File: src/rtl/password_controller_if.sv
// Store-side bus of the password controller: combinational read port plus a single write port.
interface password_controller_if #(
   parameter int AW = 2,
   parameter int DW = 4
);
   logic [AW-1:0] store_addr;
   logic          store_write;
   logic [DW-1:0] store_wdata;
   logic [DW-1:0] store_rdata;

   modport master (output store_addr, store_write, store_wdata, input store_rdata);
   modport slave  (input store_addr, store_write, store_wdata, output store_rdata);
endinterface

File: src/rtl/password_controller.sv
// Serial BCD password entry: check against / set into a DIGITS-deep store, count failures, latch alarm.
// Optional PASSWORD_ADMIN_CODE_EN: ADMIN_CODE also unlocks, and is the only way out of ALARM besides RST_N.
module password_controller #(
   parameter int                  DIGITS        = 4,
   parameter int                  MAX_FAILS     = 3,
   parameter int                  RESULT_CYCLES = 8,
   parameter logic [4*DIGITS-1:0] ADMIN_CODE    = 16'h9527
) (
   input  logic                  CLK,
   input  logic                  RST_N,
   input  logic                  digit_valid,
   input  logic [3:0]            digit,
   input  logic                  set_mode,
   input  logic                  abort,
   password_controller_if.master store,
   output logic                  unlock,
   output logic                  fail,
   output logic                  alarm,
   output logic                  busy
);
   localparam int            AW   = (DIGITS > 1) ? $clog2(DIGITS) : 1;
   localparam int            HW   = $clog2(RESULT_CYCLES + 1);
   localparam logic [AW-1:0] LAST = AW'(DIGITS - 1);

   typedef enum logic [2:0] {S_IDLE, S_ENTER, S_COMMIT, S_RESULT, S_ALARM} state_t;

   state_t        state, state_nx;
   logic [AW-1:0] idx;
   logic [AW-1:0] dig_idx;
   logic          mode_set, mismatch, alarm_entry, result_ok, pwd_valid, armed;
   logic [2:0]    fail_cnt;
   logic [HW-1:0] hold;
   logic [3:0]    shadow [DIGITS];
   logic          start, start_set, take, done, cur_mis, check_ok;

`ifdef PASSWORD_ADMIN_CODE_EN
   logic admin_mis, cur_admin_mis;
`else
   logic unused_admin;
   assign unused_admin = ^ADMIN_CODE;
`endif

   // A digit outside ENTER is always index 0 of a fresh entry.
   always_comb begin
      start     = (state != S_ENTER);
      dig_idx   = start ? '0 : idx;
      start_set = !pwd_valid || (set_mode && armed);
      cur_mis   = (start ? 1'b0 : mismatch) | (digit != store.store_rdata);
`ifdef PASSWORD_ADMIN_CODE_EN
      cur_admin_mis = (start ? 1'b0 : admin_mis) | (digit != ADMIN_CODE[{dig_idx, 2'b00} +: 4]);
      check_ok      = alarm_entry ? !cur_admin_mis : (!cur_mis || !cur_admin_mis);
`else
      check_ok      = !cur_mis;
`endif
   end

   always_ff @(posedge CLK) begin
      if (!RST_N) state <= S_IDLE;
      else        state <= state_nx;
   end

   always_comb begin
      state_nx          = state;
      take              = 1'b0;
      done              = 1'b0;
      store.store_addr  = '0;
      store.store_write = 1'b0;
      store.store_wdata = '0;
      case (state)
         S_IDLE: begin
            if (digit_valid) begin
               take     = 1'b1;
               state_nx = S_ENTER;
            end
         end
         S_ENTER: begin
            store.store_addr = idx;
            if (abort) begin
               state_nx = alarm_entry ? S_ALARM : S_IDLE;
            end else if (digit_valid) begin
               take = 1'b1;
               if (idx == LAST) begin
                  done = 1'b1;
                  if (mode_set)                    state_nx = S_COMMIT;
                  else if (alarm_entry && !check_ok) state_nx = S_ALARM;
                  else                             state_nx = S_RESULT;
               end
            end
         end
         S_COMMIT: begin
            store.store_addr  = idx;
            store.store_write = 1'b1;
            store.store_wdata = shadow[idx];
            if (idx == LAST) state_nx = S_RESULT;
         end
         S_RESULT: begin
            if (!result_ok && fail_cnt == 3'(MAX_FAILS)) state_nx = S_ALARM;
            else if (hold == HW'(RESULT_CYCLES - 1))     state_nx = S_IDLE;
         end
         S_ALARM: begin
`ifdef PASSWORD_ADMIN_CODE_EN
            if (digit_valid) begin
               take     = 1'b1;
               state_nx = S_ENTER;
            end
`endif
         end
         default: state_nx = S_IDLE;
      endcase
   end

   always_ff @(posedge CLK) begin
      if (!RST_N) begin
         idx         <= '0;
         mode_set    <= 1'b0;
         mismatch    <= 1'b0;
         alarm_entry <= 1'b0;
         result_ok   <= 1'b0;
         pwd_valid   <= 1'b0;
         armed       <= 1'b0;
         fail_cnt    <= '0;
         hold        <= '0;
`ifdef PASSWORD_ADMIN_CODE_EN
         admin_mis   <= 1'b0;
`endif
      end else begin
         if (take) begin
            mismatch <= cur_mis;
            idx      <= idx + 1'b1;
`ifdef PASSWORD_ADMIN_CODE_EN
            admin_mis <= cur_admin_mis;
`endif
            if (start) begin
               idx         <= AW'(1);
               mode_set    <= (state == S_IDLE) && start_set;
               alarm_entry <= (state == S_ALARM);
               if (state == S_IDLE) armed <= 1'b0;
            end
         end
         if (state == S_ENTER && abort) begin
            idx         <= '0;
            alarm_entry <= 1'b0;
         end
         if (done) begin
            idx         <= '0;
            hold        <= '0;
            alarm_entry <= 1'b0;
            if (!mode_set) begin
               result_ok <= check_ok;
               if (check_ok) begin
                  fail_cnt <= '0;
                  armed    <= 1'b1;
               end else if (!alarm_entry) begin
                  fail_cnt <= fail_cnt + 3'd1;
               end
            end
         end
         if (state == S_COMMIT) begin
            idx <= idx + 1'b1;
            if (idx == LAST) begin
               idx       <= '0;
               pwd_valid <= 1'b1;
               result_ok <= 1'b1;
               fail_cnt  <= '0;
               hold      <= '0;
            end
         end
         if (state == S_RESULT) hold <= hold + 1'b1;
      end
   end

   // Shadow only matters after a completed set entry, which rewrites every slot.
   always_ff @(posedge CLK) begin
      if (take) shadow[dig_idx] <= digit;
   end

   assign unlock = (state == S_RESULT) && result_ok;
   assign fail   = (state == S_RESULT) && !result_ok;
   assign alarm  = (state == S_ALARM) || alarm_entry;
   assign busy   = (state == S_ENTER) || (state == S_COMMIT);
endmodule

File: src/flat_wrapper.sv
// flat-port wrapper written by rule: the top's interface ports become plain ports
module password_controller_flat 
#(
   parameter int                  DIGITS        = 4,
   parameter int                  MAX_FAILS     = 3,
   parameter int                  RESULT_CYCLES = 8,
   parameter logic [4*DIGITS-1:0] ADMIN_CODE    = 16'h9527
)
  (CLK, RST_N, digit_valid, digit, set_mode, abort, unlock, fail, alarm, busy, store_store_addr, store_store_write, store_store_wdata, store_store_rdata);
  password_controller_if store_i ();
  input  logic CLK;
  input  logic RST_N;
  input  logic digit_valid;
  input  logic [3:0] digit;
  input  logic set_mode;
  input  logic abort;
  output logic unlock;
  output logic fail;
  output logic alarm;
  output logic busy;
  output wire logic [$bits(store_i.store_addr)-1:0] store_store_addr;
  output wire logic [$bits(store_i.store_write)-1:0] store_store_write;
  output wire logic [$bits(store_i.store_wdata)-1:0] store_store_wdata;
  input wire logic [$bits(store_i.store_rdata)-1:0] store_store_rdata;
  assign store_store_addr = store_i.store_addr;
  assign store_store_write = store_i.store_write;
  assign store_store_wdata = store_i.store_wdata;
  assign store_i.store_rdata = store_store_rdata;
  password_controller #(.DIGITS(DIGITS), .MAX_FAILS(MAX_FAILS), .RESULT_CYCLES(RESULT_CYCLES), .ADMIN_CODE(ADMIN_CODE)) u_core (.CLK(CLK), .RST_N(RST_N), .digit_valid(digit_valid), .digit(digit), .set_mode(set_mode), .abort(abort), .store(store_i), .unlock(unlock), .fail(fail), .alarm(alarm), .busy(busy));
endmodule
File: config.mk
export PLATFORM = sky130hd
export DESIGN_NAME = password_controller_flat
export DESIGN_NICKNAME = d
export VERILOG_FILES = /design/src/rtl/password_controller_if.sv /design/src/rtl/password_controller.sv /design/src/flat_wrapper.sv
export SDC_FILE = /design/constraint.sdc
export NUM_CORES = 1
export LEC_CHECK = 0
export BUFFER_PORTS_ARGS = -buffer_cell sky130_fd_sc_hd__buf_2
export CAP_MARGIN = 0
export CORE_ASPECT_RATIO = 1.5
export CORE_MARGIN = 4
export CORE_UTILIZATION = 55
export DETAILED_ROUTE_END_ITERATION = 7
export MAX_ROUTING_LAYER = met4
export PLACE_DENSITY = 0.78
export SLEW_MARGIN = 20
export SYNTH_ARGS = -nofsm -noshare
export SYNTH_HDL_FRONTEND = slang
export SYNTH_SLANG_ARGS = --single-unit
File: constraint.sdc
create_clock -name CLK -period 5.65 [get_ports CLK]
set_clock_uncertainty 0.05 [all_clocks]
set_input_delay 0 -clock CLK [delete_from_list [all_inputs] [get_ports CLK]]
set_output_delay 0 -clock CLK [all_outputs]
set_load 0.01 [all_outputs]
==> flow_metrics.env <==
export IMPL_outcome="finished, final reports clean"
export IMPL_post_cts_repair_resize_count=0
export IMPL_sequential_cell_area_sq_um=881
export IMPL_max_slew_margin_rel=0.594
export IMPL_fillers=253
export IMPL_numPortBuffers=23
export IMPL_worst_path_fanout_max=19
export IMPL_synth_top_area_cell="sky130_fd_sc_hd__edfxtp_1"
export IMPL_grt_max_degree=20
export IMPL_report_final_hold_viol_count=0
export IMPL_rrSetupSlack_ps=3470
export IMPL_power_frac_clock=0.236
export IMPL_sequentialPowerShare=0.483
export IMPL_detailedPlacementHpwl_mm=3.06
export IMPL_grt_pass1_vias=1518
export IMPL_worst_setup_path_end_kind="flip-flop"
export IMPL_synth_area_sq_um=1800
export IMPL_synth_top_area_share=0.268
export IMPL_antenna_found_initial=0
export IMPL_clk_root_buffer_cell="sky130_fd_sc_hd__clkbuf_8"
export IMPL_rows=25
export IMPL_holdBufCountCts=5
export IMPL_clock_insertion_delay_worst_skew_ps=290
export IMPL_critical_path_reg2reg_startpoint="u_core.state[0]"
export IMPL_achievable_frequency_mhz=459
export IMPL_cp_cell_sequence="or3b_4 -> or3_1 -> o311ai_1 -> nor2_1"
export IMPL_detail_route_wirelength_mm=4.24
export IMPL_tritoncts="done"
export IMPL_x_dimension_of_the_die_um=54.7
export IMPL_netSwitchingPower_w=0.000236
export IMPL_ctsHtreeMaxLevel=2
export IMPL_placeableCoreArea_sq_um=3160
export IMPL_power_internal_w=0.000478
export IMPL_cp_arrival_ps=2290
export IMPL_yosysSeqAreaShare=0.491
export IMPL_grt_total_usage=0.230
export IMPL_critPathCapture="u_core.fail_cnt[1]"
export IMPL_yosys_cell_count_top_type="sky130_fd_sc_hd__dfxtp_1"
export IMPL_timing_worst_setup_path_type="reg -> reg"
export IMPL_cts_buffers_inserted=5
export IMPL_initial_core_util=0.568
export IMPL_synth_commonest_cells="sky130_fd_sc_hd__dfxtp_1 (20), sky130_fd_sc_hd__edfxtp_1 (16), sky130_fd_sc_hd__nor2_1 (16)"
export IMPL_period_needed_ps=2180
export IMPL_final_antenna_net_count=0
export IMPL_powerDensity_nw_per_um2=349
export IMPL_predominant_post_synthesis_flop_cell="sky130_fd_sc_hd__dfxtp_1"
export IMPL_layout_drive_gt1_share=0.181
export IMPL_grt_setup_unrepaired="no"
export IMPL_synth_cell_type_count=46
export IMPL_timing_worst_slew_pin_value_ps=607
export IMPL_multi_input_logic_area_sq_um=851
export IMPL_drv_slew=0
export IMPL_synth_edf_count=16
export IMPL_vias=1494
export IMPL_synth_area_per_cell_sq_um=10.4
export IMPL_total_leakage_power_nw=0.756
export IMPL_finish_instance_area_sq_um=2050
export IMPL_n_antenna_cell=0
export IMPL_ctsLongestPathBuffers=2
export IMPL_swShare=0.331
export IMPL_grt_first_pass_wirelength_mm=6.91
export IMPL_layout_worst_path_cycle_share=0.386
export IMPL_warning_count_from_the_yosys_run=0
export IMPL_dr_pass1_iters=4
export IMPL_post_synth_inst_count=173
export IMPL_critical_path_reg2reg_endpoint="u_core.fail_cnt[1]"
export IMPL_critical_path_slowest_cell="sky130_fd_sc_hd__dfxtp_1"
export IMPL_critPathTopFamily="simple AND/OR/NAND/NOR gates"
export IMPL_routedWlPerCell_um=17.7
export IMPL_setup_worst_path_start_class="flip-flop"
export IMPL_worst_setup_hold_path_clk_slew_ps=70
export IMPL_worstPathBufferInverterCount=0
export IMPL_cts_setup_buffers=0
export IMPL_ys_async_sr_fraction=0
export IMPL_timing_critical_path_slowest_cell_delay_ps=650
export IMPL_drc_errors=0
export IMPL_required_ps=5760
export IMPL_worstSetupPathDepth=4
export IMPL_route_detailed_vias_per_inst=6.25
export IMPL_final_setup_viol_count=0
export IMPL_gr_total_overflow=0
export IMPL_synth_area_leaders="sky130_fd_sc_hd__edfxtp_1 (27%), sky130_fd_sc_hd__dfxtp_1 (22%), sky130_fd_sc_hd__mux4_2 (5.0%)"
export IMPL_gp_routability_congestion=0.915
export IMPL_placed_area_sq_um=1920
export IMPL_setup_worst_path_start="u_core.state[0]"
export IMPL_boundaryPins=24
export IMPL_maxCapViolations=0
export IMPL_power_combinational_fraction=0.281
export IMPL_dieArea_sq_um=4260
export IMPL_postSynthNetCount=190
export IMPL_synthToLayoutAreaGrowth_pct=14.1
export IMPL_clock_sinks=36
export IMPL_synthesized_flop_and_latch_total=36
export IMPL_fin_nets=215
export IMPL_height_of_the_die_um=78.0
export IMPL_power_ir_vdd_worst_uv=175
export IMPL_final_setup_tns_ps=0
export IMPL_worst_r2r_cell_count=4
export IMPL_min_from="RST_N"
export IMPL_kind_of_path_behind_the_tightest_hold_check="in -> reg"
export IMPL_dr_first_iter_drc_count=91
## how the worst min path moves through the flow
stage	slack, ps	end	depth (start not counted)
floorplan	50	u_core.shadow[0][0]	0
global placement	180	u_core.shadow[3][2]	1
detailed placement	200	u_core.shadow[1][2]	1
CTS	1	u_core.hold[3]	3
global route	20	flip-flop	2
finish	9	u_core.hold[3]	3
## worst reg2reg max path, cell delays in order, from the launching register on
cell and delay, ps:
sky130_fd_sc_hd__dfxtp_1 650, sky130_fd_sc_hd__or3b_4 480, sky130_fd_sc_hd__or3_1 390, sky130_fd_sc_hd__o311ai_1 390, sky130_fd_sc_hd__nor2_1 90
## through the flow
step / std cells / hold slack [ps] / total power, W / utilization / setup WS (ps)
after floorplan: 173 / 48.9 / 0.000486 / - / 3830
after global placement: 226 / 183 / 0.000536 / 0.608 / 3580
after detailed placement: 226 / 197 / 0.000543 / 0.608 / 3510
after CTS: 239 / 1.24 / 0.000714 / 0.649 / 3490
after global routing: 239 / 24.2 / 0.000754 / 0.649 / 3270
final: 239 / 8.64 / 0.000715 / 0.649 / 3470
## state kept, by name, indices dropped and copies added, names as in the netlist, 2 cells and up, named ones only
name	count
u_core.shadow	16
u_core.hold	4
u_core.fail_cnt	3
u_core.state	3
u_core.idx	2
## cell families after synthesis
kind of cell,Yosys count,synth area share
simple gates,65,0.215
compound gates,42,0.151
flops,36,0.491
buf+inv,16,0.0355
xor+xnor,5,0.0244
mux,5,0.0558
fa+ha+maj,4,0.0279
## power groups by stage
stage	sequential (W)	combinational (W)	clock, W
finish	0.000345	0.000201	0.000168
global route	0.000349	0.000220	0.000184
CTS	0.000344	0.000199	0.000171
detailed placement	0.000349	0.000194	0
global placement	0.000346	0.000189	0
floorplan	0.000324	0.000162	0
## per-layer routing
layer	global-route usage	vias to the layer above	share of wire
met2	0.385	73	0.54
met1	0.233	707	0.36
met3	0.0422	14	0.068
met5	-	-	0
met4	0.145	0	0.034
li1	-	700	-
## cell type report
cell class / instances / area share
clock buffer: 6 / 0.0354
tap: 40 / 0.0244
timing repair buffer: 28 / 0.0806
inverter: 6 / 0.0110
clock inverter: 2 / 0.00366
sequential: 36 / 0.430
multi-input combinational: 121 / 0.415
## cell usage in the layout, fill, tap and decap left out, drive strengths merged, types with 2 or more instances in the layout
cell type	netlist	layout
mux4	4	4
nand3b	3	3
clkinv	0	2
a211oi	2	2
a311oi	2	2
buf	1	23
nor4b	2	2
and2	9	9
ha	4	4
nor2	16	16
nor2b	2	2
xnor2	5	5
dfxtp	20	20
nand2b	3	3
a31oi	3	3
o21a	2	2
nand3	3	3
or3b	4	4
and4b	2	2
nor3	3	3
nand2	8	8
edfxtp	16	16
o21ai	9	9
dlygate4sd3	0	5
o211ai	2	2
a21o	2	2
clkbuf	9	6
a21oi	12	12
and3b	2	2
or3	2	2
inv	6	6
nand4	2	2
No activity file was read; power rests on OpenSTA's default activity.
